### src/rtl/mem_pkg.sv
// -----------------------------------------------------------------------------
// mem_pkg
// Shared definitions for the memory store path.
//   MEM_AW / MEM_DW : default address / data widths
//   store_entry_t   : one buffered store {addr, data}
//   state_t         : store-unit FSM states {IDLE, REQ}
// -----------------------------------------------------------------------------
package mem_pkg;

  localparam int MEM_AW = 16;
  localparam int MEM_DW = 16;

  typedef struct packed {
    logic [MEM_AW-1:0] addr;
    logic [MEM_DW-1:0] data;
  } store_entry_t;

  typedef enum logic {
    IDLE = 1'b0,
    REQ  = 1'b1
  } state_t;

endpackage

### src/rtl/store_fifo.sv
// -----------------------------------------------------------------------------
// store_fifo
// Synchronous FIFO holding pending stores. Full/empty come from a registered
// occupancy count, never from pointer equality, so both pointers simply wrap
// modulo DEPTH (DEPTH must be a power of two).
// Ports:
//   clk, rst   : clock, synchronous active-high reset
//   i_push     : write i_wdata at the write pointer (ignored when full)
//   i_wdata    : entry to write
//   i_pop      : advance the read pointer (ignored when empty)
//   o_rdata    : entry at the read pointer (combinational read of the head)
//   o_count    : number of entries held
//   o_full     : o_count == DEPTH
//   o_empty    : o_count == 0
// -----------------------------------------------------------------------------
module store_fifo #(
  parameter int DEPTH = 4,
  parameter int W     = 32,
  localparam int PW   = $clog2(DEPTH),
  localparam int CW   = $clog2(DEPTH) + 1
) (
  input  logic          clk,
  input  logic          rst,
  input  logic          i_push,
  input  logic [W-1:0]  i_wdata,
  input  logic          i_pop,
  output logic [W-1:0]  o_rdata,
  output logic [CW-1:0] o_count,
  output logic          o_full,
  output logic          o_empty
);

  logic [W-1:0]  r_mem [DEPTH];
  logic [PW-1:0] r_wptr;
  logic [PW-1:0] r_rptr;
  logic [CW-1:0] r_count;

  logic w_push;
  logic w_pop;

  assign o_full  = (r_count == CW'(DEPTH));
  assign o_empty = (r_count == '0);
  assign o_count = r_count;
  assign o_rdata = r_mem[r_rptr];

  // Guard here too so a misbehaving caller cannot corrupt the count.
  assign w_push = i_push && !o_full;
  assign w_pop  = i_pop  && !o_empty;

  always_ff @(posedge clk) begin
    if (rst) begin
      r_wptr  <= '0;
      r_rptr  <= '0;
      r_count <= '0;
    end else begin
      if (w_push) r_wptr <= r_wptr + PW'(1);
      if (w_pop)  r_rptr <= r_rptr + PW'(1);
      case ({w_push, w_pop})
        2'b10:   r_count <= r_count + CW'(1);
        2'b01:   r_count <= r_count - CW'(1);
        default: r_count <= r_count;
      endcase
    end
  end

  // Storage is not reset: entries are only ever read after being written.
  always_ff @(posedge clk) begin
    if (w_push) r_mem[r_wptr] <= i_wdata;
  end

endmodule

### src/rtl/memory_store_unit.sv
// -----------------------------------------------------------------------------
// memory_store_unit
// Buffers datapath stores in a small FIFO and issues them to memory one at a
// time over a req/ack write handshake, so slow writes do not stall the
// datapath.
//
// Handshakes:
//   Store side : a store is taken at a rising edge where st_valid && st_ready.
//                st_ready is !full from the registered count only, so an ack
//                in the same cycle never re-opens it. A refused store must be
//                held by the datapath.
//   Memory side: mem_wr_req/mem_addr/mem_wdata are registered and held
//                unchanged until an edge with mem_wr_ack=1. On that edge the
//                next entry (if any) is loaded with req kept high, otherwise
//                req drops. mem_wr_ack is ignored while req is low.
// Ports:
//   clk, rst                : clock, synchronous active-high reset
//   st_valid/st_addr/st_data: store request from the datapath
//   st_ready                : buffer can accept a store
//   mem_wr_req/mem_addr/mem_wdata/mem_wr_ack : memory write port
//   count                   : stores buffered, excluding the one in flight
//   drained                 : nothing buffered and no write in flight
//   dbg_state               : current FSM state
// -----------------------------------------------------------------------------
module memory_store_unit
  import mem_pkg::*;
#(
  parameter int DEPTH = 4,
  parameter int AW    = MEM_AW,
  parameter int DW    = MEM_DW,
  localparam int CW   = $clog2(DEPTH) + 1
) (
  input  logic          clk,
  input  logic          rst,
  input  logic          st_valid,
  input  logic [AW-1:0] st_addr,
  input  logic [DW-1:0] st_data,
  output logic          st_ready,
  output logic          mem_wr_req,
  output logic [AW-1:0] mem_addr,
  output logic [DW-1:0] mem_wdata,
  input  logic          mem_wr_ack,
  output logic [CW-1:0] count,
  output logic          drained,
  output state_t        dbg_state
);

  state_t        r_state;
  state_t        w_next_state;
  logic          r_wr_req;
  logic [AW-1:0] r_addr;
  logic [DW-1:0] r_wdata;

  logic              w_push;
  logic              w_pop;
  logic              w_full;
  logic              w_empty;
  logic [CW-1:0]     w_count;
  logic [AW+DW-1:0]  w_head;

  assign w_push = st_valid && !w_full;

  store_fifo #(
    .DEPTH (DEPTH),
    .W     (AW + DW)
  ) u_fifo (
    .clk     (clk),
    .rst     (rst),
    .i_push  (w_push),
    .i_wdata ({st_addr, st_data}),
    .i_pop   (w_pop),
    .o_rdata (w_head),
    .o_count (w_count),
    .o_full  (w_full),
    .o_empty (w_empty)
  );

  // Pops only look at the registered count, so a store accepted on the same
  // edge as the final ack is picked up one cycle later rather than bypassed.
  always_comb begin
    w_next_state = r_state;
    w_pop        = 1'b0;
    case (r_state)
      IDLE: begin
        if (!w_empty) begin
          w_pop        = 1'b1;
          w_next_state = REQ;
        end
      end
      REQ: begin
        if (mem_wr_ack) begin
          if (!w_empty) begin
            w_pop = 1'b1;
          end else begin
            w_next_state = IDLE;
          end
        end
      end
      default: w_next_state = IDLE;
    endcase
  end

  always_ff @(posedge clk) begin
    if (rst) begin
      r_state  <= IDLE;
      r_wr_req <= 1'b0;
      r_addr   <= '0;
      r_wdata  <= '0;
    end else begin
      r_state  <= w_next_state;
      r_wr_req <= (w_next_state == REQ);
      // Address/data only change on a pop; after the last ack they keep
      // their final values.
      if (w_pop) begin
        r_addr  <= w_head[AW+DW-1:DW];
        r_wdata <= w_head[DW-1:0];
      end
    end
  end

  assign st_ready   = !w_full;
  assign mem_wr_req = r_wr_req;
  assign mem_addr   = r_addr;
  assign mem_wdata  = r_wdata;
  assign count      = w_count;
  assign drained    = w_empty && (r_state == IDLE);
  assign dbg_state  = r_state;

endmodule

### config.mk
export PLATFORM = sky130hd
export DESIGN_NAME = memory_store_unit
export DESIGN_NICKNAME = d
export VERILOG_FILES = /design/src/rtl/mem_pkg.sv /design/src/rtl/store_fifo.sv /design/src/rtl/memory_store_unit.sv
export SDC_FILE = /design/constraint.sdc
export NUM_CORES = 1
export LEC_CHECK = 0
export CAP_MARGIN = 20
export CORE_MARGIN = 5
export CORE_UTILIZATION = 45
export CTS_CLUSTER_DIAMETER = 200
export CTS_CLUSTER_SIZE = 8
export DETAILED_ROUTE_END_ITERATION = 12
export GPL_TIMING_DRIVEN = 0
export PLACE_DENSITY_LB_ADDON = 0.08
export SLEW_MARGIN = 40
export SYNTH_ARGS = -nofsm -noshare
export SYNTH_HDL_FRONTEND = slang
export SYNTH_SLANG_ARGS = --single-unit
### constraint.sdc
create_clock -name clk -period 2 [get_ports clk]
set_input_delay 0.6 -clock clk [delete_from_list [all_inputs] [get_ports clk]]
set_output_delay 0.6 -clock clk [all_outputs]
set_load 0.01 [all_outputs]
Word-level counts from Yosys, hierarchy flattened
Memories as Yosys holds them, arrays and structs flattened. A register that Yosys moved wholly into a read port is not among the register bits.
Cells that the tools add are included.
- logic and storage cells: 29
- bits in registers: 8
- bits in writable memories: 128
- input port bits: 36
- output and inout bits: 39
- memories: 1
- memories (name ; depth ; width ; read ports ; clocked after Yosys merged registers in ; wr ports ; RTL line ; RTL):
    u_fifo.r_mem ; 4 ; 32 ; 1 ; 1 ; 1 ; store_fifo.sv:33 ; logic [W-1:0] r_mem [DEPTH];
- bitwise logic cells: 1
- reduce and logical (&&, ||, !) cells: 8
- $add $sub $neg: 4
- equality and inequality tests: 3
- mux-type cells: 8
- operators with widths (operator ; number):
    3-bit case mux with 2 select lines ; 1
    1-bit 2-to-1 mux ; 5
    2-bit by 1-bit adder with 2-bit output (second input constant) ; 2
    1-bit logical AND ; 4
    1-bit case mux with 2 select lines ; 2
    3-bit by 1-bit adder with 3-bit output (second input constant) ; 1
    3-bit equality test (second input constant) ; 1
    3-bit zero test ; 1
    3-bit by 1-bit subtractor with 3-bit output (second input constant) ; 1
    2-bit by 1-bit equality test with 1-bit output (second input constant) ; 1
    2-bit equality test (second input constant) ; 1
    1-bit zero test ; 2
    2-bit nonzero test ; 1
    1-bit NOT ; 1

Longest topological paths before layout
Gate-level depths: netlist of the first run.
- word-level depth: 7
- gate-level depth with buffers: 9
- mapped depth without buffers: 8

Modules after synthesis
Synthesis of the first run repeated with hierarchy kept, for this count alone.
- cells, all modules: 368
- area, all modules: 6681.4 um2
- by module, submodules not included (module ; cells each ; times used ; area an instance (um2) ; sequential area each (um2)):
    store_fifo ; 221 ; 1 ; 5143.7 ; 4023.9
    memory_store_unit ; 147 ; 1 ; 1537.7 ; 660.6

Least setup slack after synthesis of the first run
Ideal clock, no wire load.
- path type: register -> register
- start: reg u_fifo.r_count[2] (netlist: u_fifo.o_count[2])
- end: reg u_fifo.r_count[2] (netlist: u_fifo.o_count[2])
- setup time: 70 ps
- buffers on the path: 1
- stages on the path, launching flop included: 10
- data required time: 1930 ps
- period minus slack after synthesis: 2225 ps
- data arrival time: 2155 ps
- path slack: -225 ps
- path through: dfxtp_1 -> or3b_1 -> buf_2 -> nand2_1 -> ha_1 -> inv_1 -> fa_1 -> xor2_1 -> or3_1 -> a21oi_1
- elaborated cells between the ends (all ways): 16
- classes of those cells: 2 x add/sub; 3 x eq/ne; 4 x mux; 7 x reduce/logical
- RTL lines (element ; RTL line ; RTL):
    start, declared ; store_fifo.sv:36 ; logic [CW-1:0] r_count;
    start signal, assigned ; store_fifo.sv:59 ; 2'b10: r_count <= r_count + CW'(1);
    start signal, assigned ; store_fifo.sv:60 ; 2'b01: r_count <= r_count - CW'(1);
    start signal, assigned ; store_fifo.sv:61 ; default: r_count <= r_count;
    3-bit equality test * ; store_fifo.sv:41 ; assign o_full = (r_count == CW'(DEPTH));
    1-bit zero test * ; -- ;
    named net st_ready ; memory_store_unit.sv:38 ; output logic st_ready,
    1-bit logical AND ; memory_store_unit.sv:61 ; assign w_push = st_valid && !w_full;
    1-bit logical AND * ; store_fifo.sv:47 ; assign w_push = i_push && !o_full;
    2-bit by 1-bit equality test with 1-bit output or 2-bit equality test (tied branches) ; store_fifo.sv:58 ; case ({w_push, w_pop})
    3-bit case mux with 2 select lines or 2-bit nonzero test (tied branches) ; -- ;
Mark *: on every way through the listed nets, which the timed path passes. The rest lies on a longest branch.
A chain may end at the register's enable or synchronous reset.

Worst setup path in the final report of the first run
- start: reg u_fifo.r_count[2] (netlist: u_fifo.o_count[2])
- end: out drained
- longest elaborated chain between the ends: 2
- RTL lines (element ; RTL line ; RTL):
    3-bit zero test ; store_fifo.sv:42 ; assign o_empty = (r_count == '0);
    1-bit logical AND ; memory_store_unit.sv:126 ; assign drained = w_empty && (r_state == IDLE);
    end, declared ; memory_store_unit.sv:44 ; output logic drained,
No other way between the ends.

==> impl_metrics.csv, run 1 <==
group,metric,value,unit
critical_path,ff2ff_path_depth,8,
grt,grt_pass1_vias,3245,
sta,period_needed,1.98,ns
sta,worst_slack,0.0231,ns
route,post-route-drc-count,0,
sta,tightest_slew,0.658,ns
critical_path,end_kind,"output pin",
critical_path,critPathKind,"reg -> out",
route,ant_nets,0,
sta,post-route-period-util,98.8,%
grt,grt.overflow.total,0,
clock_network,clkSinkCount,168,
route,dr.first_iter.drc_count,225,
place,port_buffers,73,
sta,fin_tns_setup,0,ns
yosys,syn-cell-area,0.00611,mm^2
yosys,ys_warn_count,0,
pwr,switchingPower,0.00292,W
yosys,async_flop_share,0,%
outcome,outcome,"finished, final reports clean",
sta,fin_skew,0.00782,ns
yosys,synthCells,298,
hold_path,hold_path.class,"reg -> reg",
floorplan,core_area,0.0133,mm^2
sta,final-setup-viol-count,0,
layout,fill_cells,1000,
yosys,synth_area_leaders,"edfxtp_1 (63%), dfxtp_1 (13%), mux4_2 (12%)",
sta,slew_headroom,56.1,%
yosys,synth_fp_nets,340,
floorplan,fp-row-count,42,
place,routabilityCongestion,0.663,
route,vias_per_cell,5.17,
clock_network,cts-root-buf,"clkbuf_16",
yosys,synth_seq_area_share,76.0,%
critical_path,critical_path_peak_fanout,4,
route,top_layer_used,"met4",
pwr,switching_share,26.4,%
clock_network,clock_latency,0.42,ns
yosys,synth_area_per_cell,20.5,um^2
sta,slew_viol_final,0,
pwr,clock_power_share,28.9,%
layout,finalNetCount,439,
layout,syn_to_final_growth,26.9,%
critical_path,critPathRequiredTime,1.40,ns
floorplan,start_util,46.0,%
sta,max_freq,0.506,GHz
route,num_vias,3027,
clock_network,ctsLongestPathBuffers,2,
route,met2_wirelength,5.58,mm
route,route.met3.wl,547,um
yosys,synth_top_area_share,62.9,%
yosys,yosys-top-cells-count,"edfxtp_1 (128), dfxtp_1 (40), a22o_1 (32), mux4_2 (32), buf_6 (7)",
yosys,yosysTopAreaCell,"edfxtp_1",
critical_path,cp.arrival,1.38,ns
yosys,synth_cell_type_count,29,
grt,grtUsageTotal,15.0,%
route,first_pass_iters,4,
clock_network,numCtsBuffers,17,
yosys,ys_ff_latch,168,
critical_path,cp-start-kind,"flip-flop",
sta,hold_ws,0.475,ns
sta,finalHoldViolCount,0,
clock_network,h-tree-depth,4,
route,wl,11.1,mm
run,cap_viol_max_count,0,
floorplan,io_pins,75,
layout,drive_above_1_share,24.2,%
layout,design_area,0.00776,mm^2
grt,grt_max_degree,33,
floorplan,dieHeight,127,um
yosys,synth-edff-count,128,
grt,grt_first_pass_wirelength,17.9,mm
pwr,pwr-share-seq,41.9,%
hold_path,holdPathStages,1,
pwr,internal_power,0.00816,W
place,placed_area,0.00711,mm^2
route,wl_per_cell,19.0,um
grt,grt_antenna_before_repair,0,
sta,rsz0062_at_grt,"true",
pwr,power_frac_comb,29.2,%
clock_network,path_clk_slew,0.06,ns
pwr,ir_drop,0.777,mV
floorplan,die_x,127,um
pwr,power_leakage,2.63,nW
place,dp_slack,-0.616,ns
yosys,synth.most_common_cell,"edfxtp_1",
clock_network,tritoncts,"built",
place,hpwl,6.56,mm
floorplan,die-area,0.0160,mm^2
yosys,synth-main-ff-cell,"edfxtp_1",
route,wl_met1,4.86,mm
pwr,power_density,1430,mW/mm^2
layout,diodes,0,
per-stage QoR:
stage          cells  utilization (%)  total power [W]
3_3_place_gp     547             53.3          0.00787
2_1_floorplan    298                -          0.00658
4_1_cts          585             58.3           0.0112
6_report         585             58.4           0.0111
3_5_place_dp     547             53.4          0.00791
5_1_grt          585             58.4           0.0117
power groups by stage:
| stage | Sequential, W | Clock (W) | Combinational, W |
|---|---|---|---|
| finish | 0.00464 | 0.00320 | 0.00324 |
| global route | 0.00471 | 0.00345 | 0.00355 |
| CTS | 0.00465 | 0.00326 | 0.00333 |
| detailed placement | 0.00473 | 0 | 0.00318 |
| global placement | 0.00473 | 0 | 0.00315 |
| floorplan | 0.00482 | 0 | 0.00176 |
area by class of cell:
| class | count | area [um^2] | share of cell area [%] |
|---|---|---|---|
| Clock inverter | 9 | 125 | 1.61 |
| Clock buffer | 22 | 454 | 5.85 |
| Tap cell | 176 | 220 | 2.84 |
| Inverter | 6 | 22.5 | 0.290 |
| Multi-Input combinational cell | 106 | 1370 | 17.7 |
| Buffer | 17 | 129 | 1.66 |
| Timing Repair Buffer | 81 | 782 | 10.1 |
| Sequential cell | 168 | 4660 | 60.0 |
flip-flops by register name, indices dropped and copies added (netlist names):
signal / flops
u_fifo.r_rptr: 2
mem_addr: 16
mem_wdata: 16
u_fifo.o_count: 3
u_fifo.r_wptr: 2
u_fifo.r_mem: 128
mem_wr_req: 1
logic make-up (layout without fill, tap and decap cells):
kind of cell | count (synthesis) | count (layout) | share of synthesized area (%)
AOI/OAI and AO/OA | 45 | 45 | 6.04
xor gates and xnor gates | 2 | 2 | 0.287
adders and majority gates | 6 | 6 | 1.35
buffers and inverters | 24 | 135 | 2.52
DFF | 168 | 168 | 76.0
muxes | 32 | 32 | 11.8
and+or+nand+nor | 21 | 21 | 2.07
critical path, stage by stage, from the launching register on:
cell	delay (ns)
dfxtp_4	0.35
or3_4	0.40
nor2_1	0.08
buf_2	0.13
final timing paths:
| path | slack, ns | end | startpoint |
|---|---|---|---|
| setup / recovery | 0.02 | drained | u_fifo.o_count[2]$_SDFFE_PP0P_ |
| setup reg to reg | 0.03 | u_fifo.o_count[2]$_SDFFE_PP0P_ | u_fifo.o_count[0]$_SDFFE_PP0P_ |
| hold / removal | 0.48 | mem_wdata[13]$_SDFFE_PP0N_ | mem_wdata[13]$_SDFFE_PP0N_ |
| hold reg to reg | 0.48 | mem_wdata[13]$_SDFFE_PP0N_ | mem_wdata[13]$_SDFFE_PP0N_ |
layout by cell type (no fill, tap or decap), types with 2 or more instances in the layout:
master | Yosys | final
dfxtp_1 | 40 | 36
clkbuf_2 | 0 | 2
xor2_1 | 2 | 2
ha_1 | 5 | 4
or3_1 | 2 | 2
a21oi_1 | 6 | 6
dlygate4sd2_1 | 0 | 3
inv_1 | 6 | 5
buf_1 | 2 | 2
buf_6 | 7 | 7
a21o_1 | 2 | 2
edfxtp_1 | 128 | 128
clkbuf_1 | 4 | 6
nor2_1 | 6 | 5
buf_2 | 3 | 4
mux4_2 | 32 | 32
bufinv_16 | 0 | 3
dlymetal6s2s_1 | 0 | 2
o21ai_0 | 2 | 2
clkinv_1 | 0 | 2
and3_4 | 0 | 4
dfxtp_4 | 0 | 3
nand3_1 | 2 | 2
clkinvlp_4 | 0 | 3
clkdlybuf4s50_1 | 0 | 66
nor3_2 | 2 | 2
clkbuf_16 | 0 | 17
buf_4 | 2 | 10
a22o_1 | 32 | 32
layer usage:
metal	global-route usage, %	vias up
met2	23.9	61
met4	5.11	0
li1	-	1413
met3	5.21	10
met1	19.2	1543
met5	0	-
what timing repair did:
item,in CTS,in global routing
resized for setup,21,6
pin swaps,2,1
hold buffers,0,0
hold endpoints to repair,0,0
buffers inserted,7,1
endpoints found under the setup margin,5,24
Note: power is estimated with default switching activity, not from simulation.
==> run 2: changes to the inputs <==
--- a/config.mk
+++ b/config.mk
@@ -6,7 +6,7 @@
 export NUM_CORES = 1
 export LEC_CHECK = 0
 export CAP_MARGIN = 20
-export CORE_MARGIN = 5
+export CORE_MARGIN = 1.5
 export CORE_UTILIZATION = 45
 export CTS_CLUSTER_DIAMETER = 200
 export CTS_CLUSTER_SIZE = 8
==> impl_metrics.csv, run 2 (same netlist as run 1, synthesis figures left out) <==
group,metric,value,unit
hold_path,holdPathStages,1,
sta,finalHoldViolCount,0,
sta,post-route-period-util,105,%
clock_network,cts-root-buf,"clkbuf_16",
grt,grt_pass1_vias,3307,
critical_path,critPathRequiredTime,2.35,ns
sta,tightest_slew,0.699,ns
sta,worst_slack,-0.101,ns
place,dpl.cell_count,547,
clock_network,tritoncts,"built",
grt,grt_first_pass_wirelength,17.9,mm
sta,max_freq,0.476,GHz
sta,slew_viol_final,0,
pwr,ir_drop,0.957,mV
floorplan,io_pins,75,
clock_network,clock_latency,0.42,ns
clock_network,holdBufCountCts,0,
floorplan,fp-row-count,42,
critical_path,critPathKind,"reg -> reg",
sta,period_needed,2.10,ns
clock_network,clkSinkCount,168,
critical_path,end_kind,"flip-flop",
floorplan,die_x,120,um
critical_path,cp-start-kind,"flip-flop",
place,port_buffers,73,
outcome,violations,"setup timing",
run,cap_viol_max_count,0,
floorplan,core_area,0.0132,mm^2
clock_network,numCtsBuffers,17,
pwr,power_leakage,2.64,nW
route,num_vias,3046,
layout,final_common_cell,"edfxtp_1",
sta,hold_ws,0.477,ns
floorplan,dieHeight,120,um
critical_path,ff2ff_path_depth,9,
route,vias_per_cell,5.20,
place,routabilityCongestion,0.699,
layout,mostFrequentLayoutCells,"edfxtp_1 (128), clkdlybuf4s50_1 (67), dfxtp_1 (36), mux4_2 (32), a22o_1 (32)",
layout,diodes,0,
floorplan,start_util,46.2,%
sta,rsz0062_at_grt,"true",
grt,grt_antenna_before_repair,0,
layout,finalNetCount,439,
floorplan,die-area,0.0143,mm^2
hold_path,hold_path.class,"reg -> reg",
grt,grtUsageTotal,17.5,%
route,wl,11.3,mm
pwr,power_density,1440,mW/mm^2
layout,final_util,58.9,%
grt,grt.overflow.total,0,
critical_path,critical_path_peak_fanout,4,
sta,fin_skew,0.00714,ns
place,hpwl,6.46,mm
route,ant_nets,0,
route,post-route-drc-count,0,
layout,syn_to_final_growth,27.6,%
critical_path,cp.arrival,2.45,ns
route,dr.first_iter.drc_count,202,
outcome,outcome,"finished, violations left",
layout,largest_register,"u_fifo.r_mem",
sta,slew_headroom,53.4,%
route,first_pass_iters,4,
layout,drive_above_1_share,25.6,%
clock_network,path_clk_slew,0.06,ns
clock_network,h-tree-depth,4,
layout,largest_reg_flops,128,
sta,final-setup-viol-count,2,
pwr,fin_total_pwr,0.0112,W
grt,grt_max_degree,33,
route,wl_per_cell,19.3,um
clock_network,ctsLongestPathBuffers,2,
layout,instances_no_fill,586,
## run 2: area by class of cell
cell class / instances / area (um^2)
buffer: 18 / 139
clock buffer: 21 / 480
clock inverter: 11 / 120
fill: 1028 / 5440
inverter: 6 / 22.5
multi-input combinational: 106 / 1380
sequential: 168 / 4660
tap: 176 / 220
timing repair buffer: 80 / 782
## run 2: worst max-delay path, cell delays in order (launching register included)
cell     delay, ns
dfxtp_4       0.35
or3b_1        0.39
buf_6         0.14
nand2_4       0.06
ha_4          0.13
inv_2         0.03
fa_2          0.33
xor2_1        0.16
or3_1         0.33
a21oi_2       0.12
## run 2: path summary, 6_finish.rpt
kind | startpoint | to | slack (ns)
min | mem_addr[5]$_SDFFE_PP0N_ | mem_addr[5]$_SDFFE_PP0N_ | 0.48
min reg2reg | mem_addr[5]$_SDFFE_PP0N_ | mem_addr[5]$_SDFFE_PP0N_ | 0.48
max | u_fifo.o_count[0]$_SDFFE_PP0P_ | u_fifo.o_count[2]$_SDFFE_PP0P_ | -0.10
max reg2reg | u_fifo.o_count[0]$_SDFFE_PP0P_ | u_fifo.o_count[2]$_SDFFE_PP0P_ | -0.10
## run 2: through the flow
stage / TNS, ns / instance area, um^2 / setup WS, ns
2_1_floorplan: -0.0945 / 6140 / -0.0945
3_3_place_gp: -31.68 / 7090 / -0.583
3_5_place_dp: -9.06 / 7110 / -0.629
4_1_cts: -0.270 / 7780 / -0.148
5_1_grt: -0.272 / 7800 / -0.176
6_report: -0.107 / 7800 / -0.101
## run 2: power breakdown
group | total [W] | switching, W | internal, W
clock | 0.00326 | 0.00130 | 0.00196
combinational | 0.00330 | 0.00148 | 0.00182
sequential | 0.00466 | 0.000269 | 0.00439
total | 0.0112 | 0.00304 | 0.00817
## run 2: per-layer routing
metal | GRT usage, % | wire length [um]
met5 | 0 | 0
met4 | 6.85 | 109
met3 | 6.42 | 545
met2 | 28.2 | 5770
met1 | 21.7 | 4890
## run 2: repair_timing
item,CTS,global route
endpoints found under the setup margin,6,16
cloned,0,0
buffers inserted,6,1
gates resized for setup,18,9
pin swaps,3,1
==> run 3: changes to the inputs <==
--- a/config.mk
+++ b/config.mk
@@ -8,6 +8,7 @@
 export CAP_MARGIN = 20
 export CORE_MARGIN = 1.5
 export CORE_UTILIZATION = 45
+export CTS_BUF_LIST = sky130_fd_sc_hd__clkbuf_4 sky130_fd_sc_hd__clkbuf_8
 export CTS_CLUSTER_DIAMETER = 200
 export CTS_CLUSTER_SIZE = 8
 export DETAILED_ROUTE_END_ITERATION = 12
==> impl_metrics.csv, run 3 (same netlist as run 1, synthesis figures left out) <==
group,metric,value,unit
outcome,outcome,"finished, violations left",
outcome,violations,"setup timing",
critical_path,reg2reg_to,"u_fifo.o_count[2]$_SDFFE_PP0P_",
sta,fin_tns_setup,-0.191,ns
place,port_buffers,73,
critical_path,ff2ff_path_depth,9,
place,hpwl,6.46,mm
critical_path,end_kind,"flip-flop",
layout,diodes,0,
floorplan,fp-row-count,42,
sta,final-setup-viol-count,2,
route,first_pass_iters,4,
layout,syn_to_final_growth,24.7,%
clock_network,numCtsBuffers,17,
grt,grt-busiest-layer,"met2",
critical_path,cp.arrival,2.51,ns
clock_network,clock_latency,0.44,ns
clock_network,clkSinkCount,168,
grt,grt_antenna_before_repair,0,
route,vias_per_cell,5.15,
run,cap_viol_max_count,0,
grt,grt_pass1_vias,3270,
layout,final_common_cell,"edfxtp_1",
sta,worst_slack,-0.132,ns
sta,max_freq,0.469,GHz
route,ant_nets,0,
place,dp_slack,-0.629,ns
sta,post-route-period-util,107,%
critical_path,critPathKind,"in -> reg",
clock_network,tritoncts,"built",
pwr,power_density,1350,mW/mm^2
layout,largest_register,"u_fifo.r_mem",
floorplan,die-area,0.0143,mm^2
grt,use_met2,28.3,%
sta,slew_headroom,53.1,%
layout,finalNetCount,440,
grt,gr-usage-met1,21.8,%
hold_path,hold_path.class,"reg -> reg",
grt,grt.overflow.total,0,
route,wl,11.3,mm
critical_path,critical_path_peak_fanout,4,
layout,largest_reg_flops,128,
floorplan,dieHeight,120,um
grt,grtUsageTotal,17.4,%
pwr,power_leakage,2.77,nW
floorplan,die_x,120,um
hold_path,hold_start,"mem_wdata[11]$_SDFFE_PP0N_",
critical_path,cp-start-kind,"input port",
route,post-route-drc-count,0,
grt,grt_first_pass_wirelength,17.9,mm
floorplan,start_util,46.2,%
hold_path,holdPathStages,1,
hold_path,holdPathEnd,"mem_wdata[11]$_SDFFE_PP0N_",
clock_network,path_clk_slew,0.09,ns
pwr,ir_drop,0.977,mV
sta,fin_skew,0.00988,ns
route,num_vias,3021,
sta,tightest_slew,0.704,ns
critical_path,rr_startpoint,"u_fifo.o_count[0]$_SDFFE_PP0P_",
layout,mostFrequentLayoutCells,"edfxtp_1 (128), clkdlybuf4s50_1 (50), dfxtp_1 (36), mux4_2 (32), a22o_1 (32)",
critical_path,critPathRequiredTime,2.38,ns
sta,finalHoldViolCount,0,
clock_network,h-tree-depth,4,
critical_path,rrSetupSlack,-0.11,ns
place,routabilityCongestion,0.699,
sta,rsz0062_at_grt,"true",
clock_network,holdBufCountCts,0,
clock_network,ctsLongestPathBuffers,2,
sta,slew_viol_final,0,
route,wl_per_cell,19.3,um
grt,grt.met3_usage,6.37,%
grt,grt_max_degree,33,
route,dr.first_iter.drc_count,215,
floorplan,core_area,0.0132,mm^2
clock_network,cts-root-buf,"clkbuf_8",
layout,drive_above_1_share,25.8,%
sta,hold_ws,0.481,ns
sta,period_needed,2.13,ns
floorplan,io_pins,75,
[run 3: stage by stage]
step / util [%] / cell area, um^2 / total power [W] / instances
after detailed placement: 53.7 / 7110 / 0.00790 / 547
after global placement: 53.5 / 7090 / 0.00785 / 547
after CTS: 57.2 / 7570 / 0.0104 / 586
after floorplan: - / 6140 / 0.00658 / 298
final: 57.6 / 7620 / 0.0103 / 587
after global routing: 57.6 / 7620 / 0.0108 / 587
[run 3: routing by layer]
metal | wire (um) | part of all wire (%)
met2 | 5740 | 51
met4 | 114 | 1.0
met3 | 520 | 4.6
met5 | 0 | 0
met1 | 4950 | 44
[run 3: repair_timing]
action / CTS / global route
resized for setup: 22 / 19
setup endpoints to repair: 12 / 25
cloned: 0 / 0
pin swaps: 3 / 1
hold endpoints to repair: 0 / 0
buffers inserted: 7 / 1
[run 3: how the worst max path moves through the flow]
stage / startpoint / to / slack, ns / cells past startpoint
detailed placement: mem_wr_ack / u_fifo.o_count[2]$_SDFFE_PP0P_ / -0.63 / 9
CTS: u_fifo.o_count[0]$_SDFFE_PP0P_ / st_ready / -0.09 / 3
global route: u_fifo.o_count[0]$_SDFFE_PP0P_ / u_fifo.o_count[2]$_SDFFE_PP0P_ / -0.18 / 9
finish: mem_wr_ack / u_fifo.o_count[2]$_SDFFE_PP0P_ / -0.13 / 9
global placement: mem_wr_ack / u_fifo.o_count[2]$_SDFFE_PP0P_ / -0.58 / 9
floorplan: u_fifo.o_count[1]$_SDFFE_PP0P_ / u_fifo.o_count[2]$_SDFFE_PP0P_ / -0.09 / 9
[run 3: area by class of cell]
| class | instances | area, um^2 |
|---|---|---|
| Clock inverter | 11 | 120 |
| Buffer | 18 | 139 |
| Multi-Input combinational cell | 106 | 1370 |
| Tap cell | 176 | 220 |
| Timing Repair Buffer | 81 | 807 |
| Clock buffer | 21 | 289 |
| Sequential cell | 168 | 4660 |
| Inverter | 6 | 22.5 |
| Fill cell | 1040 | 5620 |
[run 3: power breakdown]
group	switching, W	leakage [nW]	total [W]	internal [W]
Clock	0.00120	0.194	0.00244	0.00124
Sequential	0.000257	1.51	0.00464	0.00438
Combinational	0.00146	1.07	0.00321	0.00174
[run 3: worst max-delay path, cell delays in order]
cell	delay (ns)
clkdlybuf4s50_1	0.51
nor2b_2	0.08
nor2_2	0.18
ha_4	0.16
inv_2	0.03
fa_2	0.32
xor2_1	0.16
or3_1	0.34
a21oi_2	0.12
